[src/rtl/alu_pipe_ctrl_if.sv]
// alu_pipe_ctrl_if
//   Bundles every signal of the alu_pipe_ctrl stage except clk/rst.
//   The signals fall into these groups:
//     - request channel:  flush, in_valid/in_ready, in_a, in_b, in_width, in_saturate
//     - alu bus:          alu_a, alu_b, alu_width, alu_saturate (to alu), alu_c (from alu)
//     - response channel: out_valid/out_ready, out_c, out_width
//     - status:           fifo_count, retire_count
//   Modports:
//     slave  - the pipeline stage (alu_pipe_ctrl)
//     master - the environment: requester, alu and downstream consumer
interface alu_pipe_ctrl_if #(
   parameter int DEPTH = 2,
   parameter int CNT_W = 16
);
   localparam int CW = $clog2(DEPTH) + 1;

   logic              flush;
   logic              in_valid;
   logic              in_ready;
   logic [31:0]       in_a;
   logic [31:0]       in_b;
   logic [1:0]        in_width;
   logic              in_saturate;
   logic [31:0]       alu_a;
   logic [31:0]       alu_b;
   logic [1:0]        alu_width;
   logic              alu_saturate;
   logic [31:0]       alu_c;
   logic              out_valid;
   logic              out_ready;
   logic [31:0]       out_c;
   logic [1:0]        out_width;
   logic [CW-1:0]     fifo_count;
   logic [CNT_W-1:0]  retire_count;

   modport slave (
      input  flush, in_valid, in_a, in_b, in_width, in_saturate, alu_c, out_ready,
      output in_ready, alu_a, alu_b, alu_width, alu_saturate,
             out_valid, out_c, out_width, fifo_count, retire_count
   );

   modport master (
      output flush, in_valid, in_a, in_b, in_width, in_saturate, alu_c, out_ready,
      input  in_ready, alu_a, alu_b, alu_width, alu_saturate,
             out_valid, out_c, out_width, fifo_count, retire_count
   );
endinterface

[src/rtl/alu_pipe_ctrl.sv]
// alu_pipe_ctrl
//   Registered issue/retire stage around the combinational packed-SIMD adder.
//   A request accepted over in_valid/in_ready is held in the operand register
//   (stage p1) that drives the alu; the alu result is written into a small
//   first-word-fall-through FIFO one cycle later and drained over
//   out_valid/out_ready. Full throughput of one op per cycle, with
//   backpressure from a full FIFO stalling the operand register.
// Ports:
//   clk  - clock, all state on rising edge
//   rst  - asynchronous active-high reset
//   bus  - alu_pipe_ctrl_if.slave: request channel, alu bus, response channel,
//          fifo_count (occupancy 0..DEPTH) and retire_count (wrapping count
//          of results written into the FIFO)
module alu_pipe_ctrl #(
   parameter int DEPTH = 2,
   parameter int CNT_W = 16
) (
   input  logic         clk,
   input  logic         rst,
   alu_pipe_ctrl_if.slave bus
);
   localparam int AW = $clog2(DEPTH);
   localparam int CW = AW + 1;
   localparam logic [CW-1:0] FULL_CNT = CW'(DEPTH);

   logic              vld_p1;
   logic [31:0]       a_p1;
   logic [31:0]       b_p1;
   logic [1:0]        width_p1;
   logic              sat_p1;

   logic [31:0]       c_mem [DEPTH];
   logic [1:0]        w_mem [DEPTH];
   logic [AW-1:0]     wr_ptr;
   logic [AW-1:0]     rd_ptr;
   logic [CW-1:0]     count;
   logic [CNT_W-1:0]  retired;

   logic              accept;
   logic              pop;
   logic              push;
   logic              ready;

   // A pop frees a slot in the same cycle, so a full FIFO still takes a push
   // when it is being drained; that is what keeps the stage bubble-free.
   always_comb begin
      pop    = (count != '0) & bus.out_ready;
      push   = vld_p1 & ((count < FULL_CNT) | pop);
      ready  = ~bus.flush & (~vld_p1 | push);
      accept = bus.in_valid & ready;
   end

   // ---- stage p1: operand register feeding the alu ----
   always_ff @(posedge clk or posedge rst) begin
      if (rst) begin
         vld_p1 <= 1'b0;
      end else if (bus.flush) begin
         vld_p1 <= 1'b0;
      end else if (accept) begin
         vld_p1 <= 1'b1;
      end else if (push) begin
         vld_p1 <= 1'b0;
      end
   end

   // Operands only move on accept, so the alu inputs are frozen during a stall
   // and across a flush (accept is blocked while flush is high).
   always_ff @(posedge clk or posedge rst) begin
      if (rst) begin
         a_p1     <= '0;
         b_p1     <= '0;
         width_p1 <= '0;
         sat_p1   <= 1'b0;
      end else if (accept) begin
         a_p1     <= bus.in_a;
         b_p1     <= bus.in_b;
         width_p1 <= bus.in_width;
         sat_p1   <= bus.in_saturate;
      end
   end

   // ---- stage p2: result FIFO and retire counter ----
   always_ff @(posedge clk or posedge rst) begin
      if (rst) begin
         wr_ptr  <= '0;
         rd_ptr  <= '0;
         count   <= '0;
         retired <= '0;
         for (int i = 0; i < DEPTH; i++) begin
            c_mem[i] <= '0;
            w_mem[i] <= '0;
         end
      end else if (bus.flush) begin
         wr_ptr <= '0;
         rd_ptr <= '0;
         count  <= '0;
      end else begin
         if (push) begin
            c_mem[wr_ptr] <= bus.alu_c;
            w_mem[wr_ptr] <= width_p1;
            wr_ptr        <= wr_ptr + AW'(1);
            retired       <= retired + CNT_W'(1);
         end
         if (pop) begin
            rd_ptr <= rd_ptr + AW'(1);
         end
         case ({push, pop})
            2'b10:   count <= count + CW'(1);
            2'b01:   count <= count - CW'(1);
            default: count <= count;
         endcase
      end
   end

   assign bus.in_ready     = ready;
   assign bus.alu_a        = a_p1;
   assign bus.alu_b        = b_p1;
   assign bus.alu_width    = width_p1;
   assign bus.alu_saturate = sat_p1;
   assign bus.out_valid    = (count != '0);
   assign bus.out_c        = c_mem[rd_ptr];
   assign bus.out_width    = w_mem[rd_ptr];
   assign bus.fifo_count   = count;
   assign bus.retire_count = retired;

endmodule
[src/flat_wrapper.sv]
// flat-port wrapper written by rule: the top's interface ports become plain ports
module alu_pipe_ctrl_flat 
#(
   parameter int DEPTH = 2,
   parameter int CNT_W = 16
)
  (clk, rst, bus_flush, bus_in_valid, bus_in_a, bus_in_b, bus_in_width, bus_in_saturate, bus_alu_c, bus_out_ready, bus_in_ready, bus_alu_a, bus_alu_b, bus_alu_width, bus_alu_saturate, bus_out_valid, bus_out_c, bus_out_width, bus_fifo_count, bus_retire_count);
  alu_pipe_ctrl_if #(.DEPTH(DEPTH), .CNT_W(CNT_W)) bus_i ();
  input  logic clk;
  input  logic rst;
  input wire logic [$bits(bus_i.flush)-1:0] bus_flush;
  input wire logic [$bits(bus_i.in_valid)-1:0] bus_in_valid;
  input wire logic [$bits(bus_i.in_a)-1:0] bus_in_a;
  input wire logic [$bits(bus_i.in_b)-1:0] bus_in_b;
  input wire logic [$bits(bus_i.in_width)-1:0] bus_in_width;
  input wire logic [$bits(bus_i.in_saturate)-1:0] bus_in_saturate;
  input wire logic [$bits(bus_i.alu_c)-1:0] bus_alu_c;
  input wire logic [$bits(bus_i.out_ready)-1:0] bus_out_ready;
  output wire logic [$bits(bus_i.in_ready)-1:0] bus_in_ready;
  output wire logic [$bits(bus_i.alu_a)-1:0] bus_alu_a;
  output wire logic [$bits(bus_i.alu_b)-1:0] bus_alu_b;
  output wire logic [$bits(bus_i.alu_width)-1:0] bus_alu_width;
  output wire logic [$bits(bus_i.alu_saturate)-1:0] bus_alu_saturate;
  output wire logic [$bits(bus_i.out_valid)-1:0] bus_out_valid;
  output wire logic [$bits(bus_i.out_c)-1:0] bus_out_c;
  output wire logic [$bits(bus_i.out_width)-1:0] bus_out_width;
  output wire logic [$bits(bus_i.fifo_count)-1:0] bus_fifo_count;
  output wire logic [$bits(bus_i.retire_count)-1:0] bus_retire_count;
  assign bus_i.flush = bus_flush;
  assign bus_i.in_valid = bus_in_valid;
  assign bus_i.in_a = bus_in_a;
  assign bus_i.in_b = bus_in_b;
  assign bus_i.in_width = bus_in_width;
  assign bus_i.in_saturate = bus_in_saturate;
  assign bus_i.alu_c = bus_alu_c;
  assign bus_i.out_ready = bus_out_ready;
  assign bus_in_ready = bus_i.in_ready;
  assign bus_alu_a = bus_i.alu_a;
  assign bus_alu_b = bus_i.alu_b;
  assign bus_alu_width = bus_i.alu_width;
  assign bus_alu_saturate = bus_i.alu_saturate;
  assign bus_out_valid = bus_i.out_valid;
  assign bus_out_c = bus_i.out_c;
  assign bus_out_width = bus_i.out_width;
  assign bus_fifo_count = bus_i.fifo_count;
  assign bus_retire_count = bus_i.retire_count;
  alu_pipe_ctrl #(.DEPTH(DEPTH), .CNT_W(CNT_W)) u_core (.clk(clk), .rst(rst), .bus(bus_i));
endmodule
[config.mk]
export PLATFORM = sky130hd
export DESIGN_NAME = alu_pipe_ctrl_flat
export DESIGN_NICKNAME = d
export VERILOG_FILES = /design/src/rtl/alu_pipe_ctrl_if.sv /design/src/rtl/alu_pipe_ctrl.sv /design/src/flat_wrapper.sv
export SDC_FILE = /design/constraint.sdc
export NUM_CORES = 1
export LEC_CHECK = 0
export ABC_AREA = 1
export CAP_MARGIN = 40
export CORE_MARGIN = 5
export CORE_UTILIZATION = 30
export DETAILED_ROUTE_END_ITERATION = 16
export GPL_TIMING_DRIVEN = 0
export SYNTH_ARGS = -nofsm -noshare
export SYNTH_HDL_FRONTEND = slang
export SYNTH_SLANG_ARGS = --single-unit
[constraint.sdc]
create_clock -name clk -period 5.1 [get_ports clk]
set_input_delay 0.765 -clock clk [delete_from_list [all_inputs] [get_ports clk]]
set_output_delay 0.765 -clock clk [all_outputs]
set_load 0.02 [all_outputs]
==> results of run 1 <==
==> worst max-delay path, cell delays in order (launching register included) <==
cell             delay, ps
dfrtp_1                320
clkbuf_1               410
clkinv_1               420
clkbuf_1               360
nand2_1                130
nand2_1                 80
clkdlybuf4s50_1        550
==> registers in the layout, summed over array words and instances (netlist names) <==
| signal | cells |
|---|---|
| u_core.c_mem | 64 |
| u_core.wr_ptr | 1 |
| u_core.bus.fifo_count | 2 |
| u_core.bus.alu_saturate | 1 |
| u_core.bus.alu_width | 2 |
| u_core.bus.alu_b | 32 |
| u_core.bus.retire_count | 16 |
| u_core.vld_p1 | 1 |
| u_core.w_mem | 4 |
| u_core.bus.alu_a | 32 |
| u_core.rd_ptr | 1 |
==> final cells by class <==
class | count | area [µm²] | share of cell area [%]
Inverter | 88 | 340 | 3.33
Sequential cell | 156 | 3900 | 38.2
Multi-Input combinational cell | 575 | 2470 | 24.2
Clock buffer | 18 | 429 | 4.20
Clock inverter | 13 | 166 | 1.63
Buffer | 44 | 255 | 2.50
Tap cell | 313 | 392 | 3.83
Timing Repair Buffer | 225 | 2270 | 22.2
==> layer usage <==
layer  vias up  track usage [%]
met1      2844             20.6
met4         0             2.88
li1       3160                -
met3        11             7.69
met5         -                0
met2       211             26.3
==> kinds of logic (layout without fill, tap and decap cells) <==
kind of cell	Yosys count	in the layout	synth area share, %
AND/OR/NAND/NOR	484	484	28.5
AO/OA/AOI/OAI	84	84	6.04
adder cells (fa/ha/maj)	1	1	0.180
flip-flops	156	156	56.1
XOR/XNOR	6	6	0.755
buffers and inverters	132	388	8.45
==> worst min-delay path by stage <==
stage,from,endpoint,slack [ps],cells after the start
after global routing,u_core.c_mem[29]$_DFFE_PP0P_,u_core.c_mem[29]$_DFFE_PP0P_,480,2
after global placement,u_core.c_mem[13]$_DFFE_PP0P_,u_core.c_mem[13]$_DFFE_PP0P_,450,2
after floorplan,u_core.c_mem[10]$_DFFE_PP0P_,u_core.c_mem[10]$_DFFE_PP0P_,440,2
after CTS,u_core.c_mem[6]$_DFFE_PP0P_,u_core.c_mem[6]$_DFFE_PP0P_,470,2
final,u_core.c_mem[51]$_DFFE_PP0P_,u_core.c_mem[51]$_DFFE_PP0P_,470,2
after detailed placement,u_core.c_mem[7]$_DFFE_PP0P_,u_core.c_mem[7]$_DFFE_PP0P_,460,2
==> where the power goes <==
part / switching, mW / internal (mW) / total [mW]
Clock: 0.530 / 0.772 / 1.30
Sequential: 0.261 / 1.65 / 1.91
Combinational: 1.16 / 0.894 / 2.06
==> cell usage after synthesis, drive strengths merged <==
| cell | number |
|---|---|
| nand2 | 376 |
| ha | 1 |
| clkbuf | 21 |
| xor2 | 5 |
| xnor2 | 1 |
| o21ai | 83 |
| clkinv | 2 |
| nor3 | 1 |
| nand4 | 6 |
| a21oi | 1 |
| nand3 | 80 |
| buf | 23 |
| nor2 | 18 |
| nand3b | 3 |
| inv | 86 |
| dfrtp | 156 |
==> metrics by stage <==
stage	utilization [%]	cells	TNS, ps
finish	44.9	1432	0
global route	44.9	1432	0
global placement	42.1	1400	-382720
detailed placement	42.3	1401	0
CTS	44.9	1432	0
floorplan	-	863	0
==> results.py, run 1 <==
metrics = {
    "timing": {
        "whs_ps": 469,
        "setup_viol": 0,
        "period_needed_ps": 3450,
        "slew_viol_final": 0,
        "min_period_over_period_pct": 67.6,
        "fin_ws_ps": 1650,
        "rsz0062_at_grt": "false",
        "tightest_slew_ps": 605,
        "max_freq_ghz": 0.290,
        "hold_viol": 0,
        "clock_skew_ps": 10.5,
        "slew_headroom_pct": 59.7,
    },
    "critical_path": {
        "cp-endpoint": "bus_out_c[28]",
        "startpoint_type": "register",
        "cp_max_fo": 10,
        "required_ps": 4340,
        "critPathKind": "reg2out",
        "endpoint_kind": "output pin",
        "regToRegSetupSlack_ps": 3320,
        "r2r-start": "u_core.rd_ptr$_DFFE_PP0P_",
        "crit_start": "u_core.rd_ptr$_DFFE_PP0P_",
        "reg2reg_depth": 4,
        "worstReg2RegEnd": "u_core.rd_ptr$_DFFE_PP0P_",
        "arrival_ps": 2680,
    },
    "logic_synthesis": {
        "synth_fp_nets": 968,
        "synth_seq_area_share_pct": 56.1,
        "yosysWarnings": 0,
        "synthCells": 863,
        "synth_cell_types": 25,
        "ys_ff_latch": 156,
        "synth_area_per_cell_um2": 8.07,
        "synth_top_cell_by_area": "dfrtp_1",
        "synthTopCellsByArea": "dfrtp_1 (56%), nand2_1 (20%), nand3_1 (5.6%), inv_1 (4.5%), o21ai_0 (4.0%)",
        "synth_area_mm2": 0.00696,
        "synth.top_cell.area_share_pct": 56.1,
    },
    "finish": {
        "drive_gt1_share_pct": 5.72,
        "final_common_cell": "nand2_1",
        "area.growth.synth_to_final_pct": 46.9,
        "num-fill-cells": 2323,
        "layout_common_cells": "nand2_1 (371), clkdlybuf4s50_1 (224), dfrtp_1 (156), inv_1 (82), nand3_1 (78)",
        "nets": 1212,
        "antenna_cells": 0,
        "final_area_mm2": 0.0102,
    },
    "route": {
        "first_iter_violations": 322,
        "top_layer": "met4",
        "wire_per_inst_um": 15.0,
        "drt_pass1_iterations": 5,
        "drc": 0,
        "avgViaCountPerCell": 4.35,
        "wirelength_mm": 21.5,
        "vias": 6226,
        "wl_met2_mm": 9.78,
        "route.met3.wl_mm": 2.36,
        "met1Wirelength_mm": 9.19,
        "ant_nets": 0,
    },
    "placement": {
        "hpwl_mm": 15.7,
        "place_congestion": 0.816,
        "place_ws_ps": 1990,
        "placement.cell_area_mm2": 0.00963,
        "portBuffers": 224,
    },
    "die": {
        "dieArea_mm2": 0.0264,
        "die_w_um": 162,
        "ioPinCount": 225,
        "core_area_mm2": 0.0228,
        "start_util_pct": 30.6,
        "rows": 55,
        "dieHeight_um": 162,
    },
    "power_and_ir_drop": {
        "p_leak_nw": 5.00,
        "max-vdd-ir-drop_mv": 0.222,
        "finalPower_mw": 5.27,
        "power_density_mw_per_mm2": 515,
    },
    "clock_network": {
        "numCtsBuffers": 17,
        "cts.sinks": 156,
        "cts.htree.levels": 4,
        "cts.path.max_buffers": 2,
        "cts_tree": "done",
        "cts_resized": 0,
        "clock_latency_ps": 420,
        "cts_hold_buf": 0,
        "postCtsSetupRepairBufs": 0,
        "root_buffer": "clkbuf_16",
        "clkTransAtPathRegs_ps": 60,
    },
    "global_route": {
        "grt.total_usage_pct": 16.4,
        "antenna_found_initial": 0,
        "grt_overflow": 0,
        "grt_start_max_net_pins": 104,
        "grt_pass1_vias": 6251,
        "grt_pass1_wl_mm": 34.5,
    },
    "worst_hold_path": {
        "hp-class": "reg2reg",
    },
    "run": {
        "drv_cap": 0,
    },
    "run_status": {
        "status": "finished clean",
    },
}
Power figures use the tool's default switching activity.
==> run 2, diff against run 1 <==
==> constraint.sdc (replaced) <==
create_clock -name clk -period 2.85 [get_ports clk]
set_input_delay 0.4275 -clock clk [delete_from_list [all_inputs] [get_ports clk]]
set_output_delay 0.4275 -clock clk [all_outputs]
set_load 0.02 [all_outputs]
==> results.py, run 2 (same netlist as run 1, synthesis figures left out) <==
metrics = {
    "route": {
        "wirelength_mm": 21.7,
        "wire_per_inst_um": 15.1,
        "drc": 0,
        "vias": 6314,
        "first_iter_violations": 444,
        "avgViaCountPerCell": 4.40,
        "ant_nets": 0,
        "drt_pass1_iterations": 5,
    },
    "critical_path": {
        "required_ps": 2420,
        "startpoint_type": "register",
        "endpoint_kind": "output pin",
        "cp_max_fo": 10,
        "arrival_ps": 2280,
        "critPathKind": "reg2out",
    },
    "global_route": {
        "grt_overflow": 0,
        "grt_start_max_net_pins": 36,
        "grt_pass1_wl_mm": 35.2,
        "grt.total_usage_pct": 16.8,
        "grt_pass1_vias": 6393,
        "antenna_found_initial": 2,
    },
    "power_and_ir_drop": {
        "max-vdd-ir-drop_mv": 0.394,
        "p_leak_nw": 5.02,
        "power_density_mw_per_mm2": 906,
    },
    "timing": {
        "tightest_slew_ps": 651,
        "whs_ps": 450,
        "min_period_over_period_pct": 95.0,
        "fin_ws_ps": 144,
        "slew_headroom_pct": 56.5,
        "max_freq_ghz": 0.370,
        "slew_viol_final": 0,
        "rsz0062_at_grt": "false",
        "hold_viol": 0,
        "period_needed_ps": 2710,
        "setup_viol": 0,
        "clock_skew_ps": 12.0,
    },
    "clock_network": {
        "cts_tree": "done",
        "numCtsBuffers": 17,
        "cts.path.max_buffers": 2,
        "clkTransAtPathRegs_ps": 70,
        "cts_hold_buf": 0,
        "postCtsSetupRepairBufs": 0,
        "cts.sinks": 156,
        "cts.htree.levels": 4,
        "clock_latency_ps": 420,
        "root_buffer": "clkbuf_16",
    },
    "die": {
        "dieArea_mm2": 0.0264,
        "dieHeight_um": 162,
        "rows": 55,
        "core_area_mm2": 0.0228,
        "ioPinCount": 225,
        "die_w_um": 162,
        "start_util_pct": 30.6,
    },
    "finish": {
        "drive_gt1_share_pct": 6.68,
        "final_area_mm2": 0.0102,
        "layout_common_cells": "nand2_1 (371), clkdlybuf4s50_1 (224), dfrtp_1 (156), inv_1 (82), nand3_1 (78)",
        "nets": 1214,
        "largest_reg_flops": 64,
        "top_register": "u_core.c_mem",
        "fin_cells": 1436,
        "final_common_cell": "nand2_1",
        "area.growth.synth_to_final_pct": 47.1,
    },
    "placement": {
        "hpwl_mm": 16.0,
        "place_ws_ps": 165,
        "portBuffers": 224,
        "numPlacedInstances": 1404,
        "placement.cell_area_mm2": 0.00968,
        "place_congestion": 0.806,
    },
    "run": {
        "drv_cap": 0,
    },
    "worst_hold_path": {
        "hp-class": "in2async",
    },
    "run_status": {
        "status": "finished clean",
    },
}
## run 2: changes by cell type in the layout (fill, tap and decap cells not counted), sizes merged
cell / previous run / this run
inv: 89 / 93
clkbuf: 39 / 37
clkinvlp: 3 / 1
diode: 0 / 1
clkinv: 6 / 9
bufinv: 3 / 0
buf: 24 / 27
## run 2: final cells by class
| class | count | area, µm² |
|---|---|---|
| Clock buffer | 17 | 425 |
| Timing Repair Buffer | 228 | 2320 |
| Inverter | 88 | 338 |
| Multi-Input combinational cell | 575 | 2470 |
| Tap cell | 313 | 392 |
| Fill cell | 2287 | 12500 |
| Sequential cell | 156 | 3900 |
| Antenna cell | 1 | 2.50 |
| Clock inverter | 15 | 130 |
| Buffer | 43 | 258 |
## run 2: path summary, 6_finish.rpt
kind / to / slack [ps] / start / cells past startpoint
max: bus_out_c[4] / 140 / u_core.rd_ptr$_DFFE_PP0P_ / 4
min: u_core.c_mem[30]$_DFFE_PP0P_ / 450 / rst / 2
max reg2reg: u_core.vld_p1$_DFFE_PP0P_ / 1100 / u_core.bus.fifo_count[1]$_DFFE_PP0P_ / 7
min reg2reg: u_core.c_mem[32]$_DFFE_PP0P_ / 470 / u_core.c_mem[32]$_DFFE_PP0P_ / 2
max in group asynchronous: u_core.bus.retire_count[1]$_DFFE_PP0P_ / 1560 / rst / 4
min in group clk: u_core.c_mem[32]$_DFFE_PP0P_ / 470 / u_core.c_mem[32]$_DFFE_PP0P_ / 2
## run 2: routing by layer
layer | vias up | global-route usage, % | part of all wire [%]
met5 | - | 0 | 0.060
met4 | 2 | 3.19 | 0.98
met3 | 14 | 7.87 | 10
met2 | 197 | 26.3 | 45
met1 | 2934 | 21.5 | 43
li1 | 3167 | - | -
## run 2: metrics by stage
step                      setup TNS, ps  total power [mW]  utilization (%)
final                                 0              9.28             45.0
after global routing                  0              9.95             45.0
after CTS                             0              9.41             44.9
after detailed placement              0              7.19             42.5
after global placement          -170180              7.13             42.1
after floorplan                       0              5.35                -
## run 2: worst max-delay path: stages (launching register included)
cell	delay [ps]
dfrtp_1	560
clkbuf_1	470
nand2_1	100
nand2_1	110
clkdlybuf4s50_1	620
## run 2: repair_timing
item	4_1_cts	5_1_grt
gates cloned	0	0
setup endpoints to repair	32	11
gates resized for setup	4	4
## run 2: power breakdown
part	total (mW)	switching (mW)	internal (mW)
sequential	3.42	0.468	2.95
combinational	3.70	2.09	1.61
clock	2.17	1.02	1.15
==> run 3, diff against run 2 <==
--- a/config.mk
+++ b/config.mk
@@ -11,6 +11,7 @@
 export CORE_UTILIZATION = 30
 export DETAILED_ROUTE_END_ITERATION = 16
 export GPL_TIMING_DRIVEN = 0
+export SETUP_SLACK_MARGIN = 0.02
 export SYNTH_ARGS = -nofsm -noshare
 export SYNTH_HDL_FRONTEND = slang
 export SYNTH_SLANG_ARGS = --single-unit
==> results.py, run 3 (same netlist as run 1, synthesis figures left out) <==
metrics = {
    "die": {
        "start_util_pct": 30.6,
        "rows": 55,
        "dieHeight_um": 162,
        "dieArea_mm2": 0.0264,
        "core_area_mm2": 0.0228,
        "ioPinCount": 225,
        "die_w_um": 162,
    },
    "power_and_ir_drop": {
        "p_seq_share_pct": 36.8,
        "internal_power_mw": 5.71,
        "p_sw_mw": 3.58,
        "switching_share_pct": 38.5,
        "p_leak_nw": 5.02,
        "p_comb_share_pct": 39.8,
        "power_density_mw_per_mm2": 906,
        "max-vdd-ir-drop_mv": 0.394,
        "clock_power_share_pct": 23.4,
    },
    "global_route": {
        "antenna_found_initial": 2,
        "grt_pass1_vias": 6393,
        "grt_start_max_net_pins": 36,
        "grt_overflow": 0,
        "grt.total_usage_pct": 16.8,
        "grt_pass1_wl_mm": 35.2,
    },
    "route": {
        "drc": 0,
        "first_iter_violations": 446,
        "drt_pass1_iterations": 5,
        "avgViaCountPerCell": 4.39,
        "wirelength_mm": 21.7,
        "vias": 6303,
        "ant_nets": 0,
        "wire_per_inst_um": 15.1,
    },
    "clock_network": {
        "clkTransAtPathRegs_ps": 70,
        "numCtsBuffers": 17,
        "cts.sinks": 156,
        "cts.htree.levels": 4,
        "cts_hold_buf": 0,
        "cts.path.max_buffers": 2,
        "cts_tree": "done",
        "postCtsSetupRepairBufs": 0,
        "root_buffer": "clkbuf_16",
        "clock_latency_ps": 430,
    },
    "finish": {
        "seqCellArea_mm2": 0.00391,
        "layout_common_cells": "nand2_1 (371), clkdlybuf4s50_1 (224), dfrtp_1 (155), inv_1 (82), nand3_1 (78)",
        "nets": 1214,
        "area.growth.synth_to_final_pct": 47.1,
        "drive_gt1_share_pct": 6.77,
        "largest_reg_flops": 64,
        "finish.utilization_pct": 45.0,
        "fin_cells": 1436,
        "multi_input_area_mm2": 0.00247,
        "top_register": "u_core.c_mem",
        "num-fill-cells": 2286,
        "final_common_cell": "nand2_1",
    },
    "critical_path": {
        "startpoint_type": "register",
        "arrival_ps": 2180,
        "worstReg2RegEnd": "u_core.vld_p1$_DFFE_PP0P_",
        "r2r-start": "u_core.bus.fifo_count[1]$_DFFE_PP0P_",
        "required_ps": 2420,
        "reg2reg_depth": 7,
        "cp_max_fo": 10,
        "regToRegSetupSlack_ps": 1100,
        "crit_start": "u_core.rd_ptr$_DFFE_PP0P_",
        "endpoint_kind": "output pin",
        "critPathKind": "reg2out",
    },
    "timing": {
        "slew_viol_final": 0,
        "tightest_slew_ps": 651,
        "setup_viol": 0,
        "min_period_over_period_pct": 91.5,
        "max_freq_ghz": 0.384,
        "clock_skew_ps": 12.2,
        "slew_headroom_pct": 56.5,
        "period_needed_ps": 2610,
        "fin_tns_setup_ps": 0,
        "rsz0062_at_grt": "false",
        "hold_viol": 0,
    },
    "placement": {
        "hpwl_mm": 16.0,
        "portBuffers": 224,
        "numPlacedInstances": 1404,
        "place_congestion": 0.806,
    },
    "worst_hold_path": {
        "hp-class": "in2async",
    },
    "run_status": {
        "status": "finished clean",
    },
    "run": {
        "drv_cap": 0,
    },
}
## run 3: stage by stage
step / setup WS [ps] / total power [mW] / hold slack [ps] / area, µm²
6_report: 243 / 9.28 / 449 / 10200
5_1_grt: 122 / 9.95 / 488 / 10200
4_1_cts: 92.5 / 9.41 / 450 / 10200
3_5_place_dp: 165 / 7.19 / 458 / 9680
3_3_place_gp: -1110 / 7.13 / 453 / 9600
2_1_floorplan: 450 / 5.35 / 442 / 6970
## run 3: final cells by class
| cell class | instances | share of cell area [%] |
|---|---|---|
| flip-flops and latches | 156 | 38.1 |
| multi-input cells | 575 | 24.1 |
| well taps | 313 | 3.82 |
| repair buffers | 228 | 22.7 |
| plain buffers | 43 | 2.52 |
| inverters | 88 | 3.30 |
| clock inverters | 15 | 1.27 |
| diodes | 1 | 0.0244 |
| clock buffers | 17 | 4.15 |
## run 3: what timing repair did
item / CTS / global route
endpoints found under the setup margin: 32 / 9
pin swaps: 0 / 0
gates resized for setup: 5 / 4
## run 3: power groups by stage
stage | clock (mW) | combinational [mW] | sequential (mW)
finish | 2.17 | 3.70 | 3.42
global route | 2.35 | 4.07 | 3.52
CTS | 2.24 | 3.76 | 3.41
detailed placement | 0 | 3.76 | 3.43
global placement | 0 | 3.71 | 3.42
floorplan | 0 | 1.67 | 3.67
## run 3: layer usage
metal / track usage [%] / wire [µm]
met4: 3.19 / 213
met2: 26.3 / 9850
met3: 7.87 / 2180
met5: 0 / 13
met1: 21.5 / 9430
## run 3: worst max-delay path: stages, from the launching register on
cell and delay [ps]:
dfrtp_2 480, buf_1 450, nand2_1 100, nand2_1 110, clkdlybuf4s50_1 620
## run 3: worst max path at each step
stage	end	slack (ps)	cells after the start
after floorplan	u_core.bus.alu_a[0]$_DFFE_PP0P_	450	1
after global placement	u_core.bus.retire_count[10]$_DFFE_PP0P_	-1110	2
after detailed placement	bus_out_c[28]	160	6
after CTS	bus_out_c[17]	90	4
after global routing	bus_out_c[13]	120	4
final	bus_out_c[13]	240	4
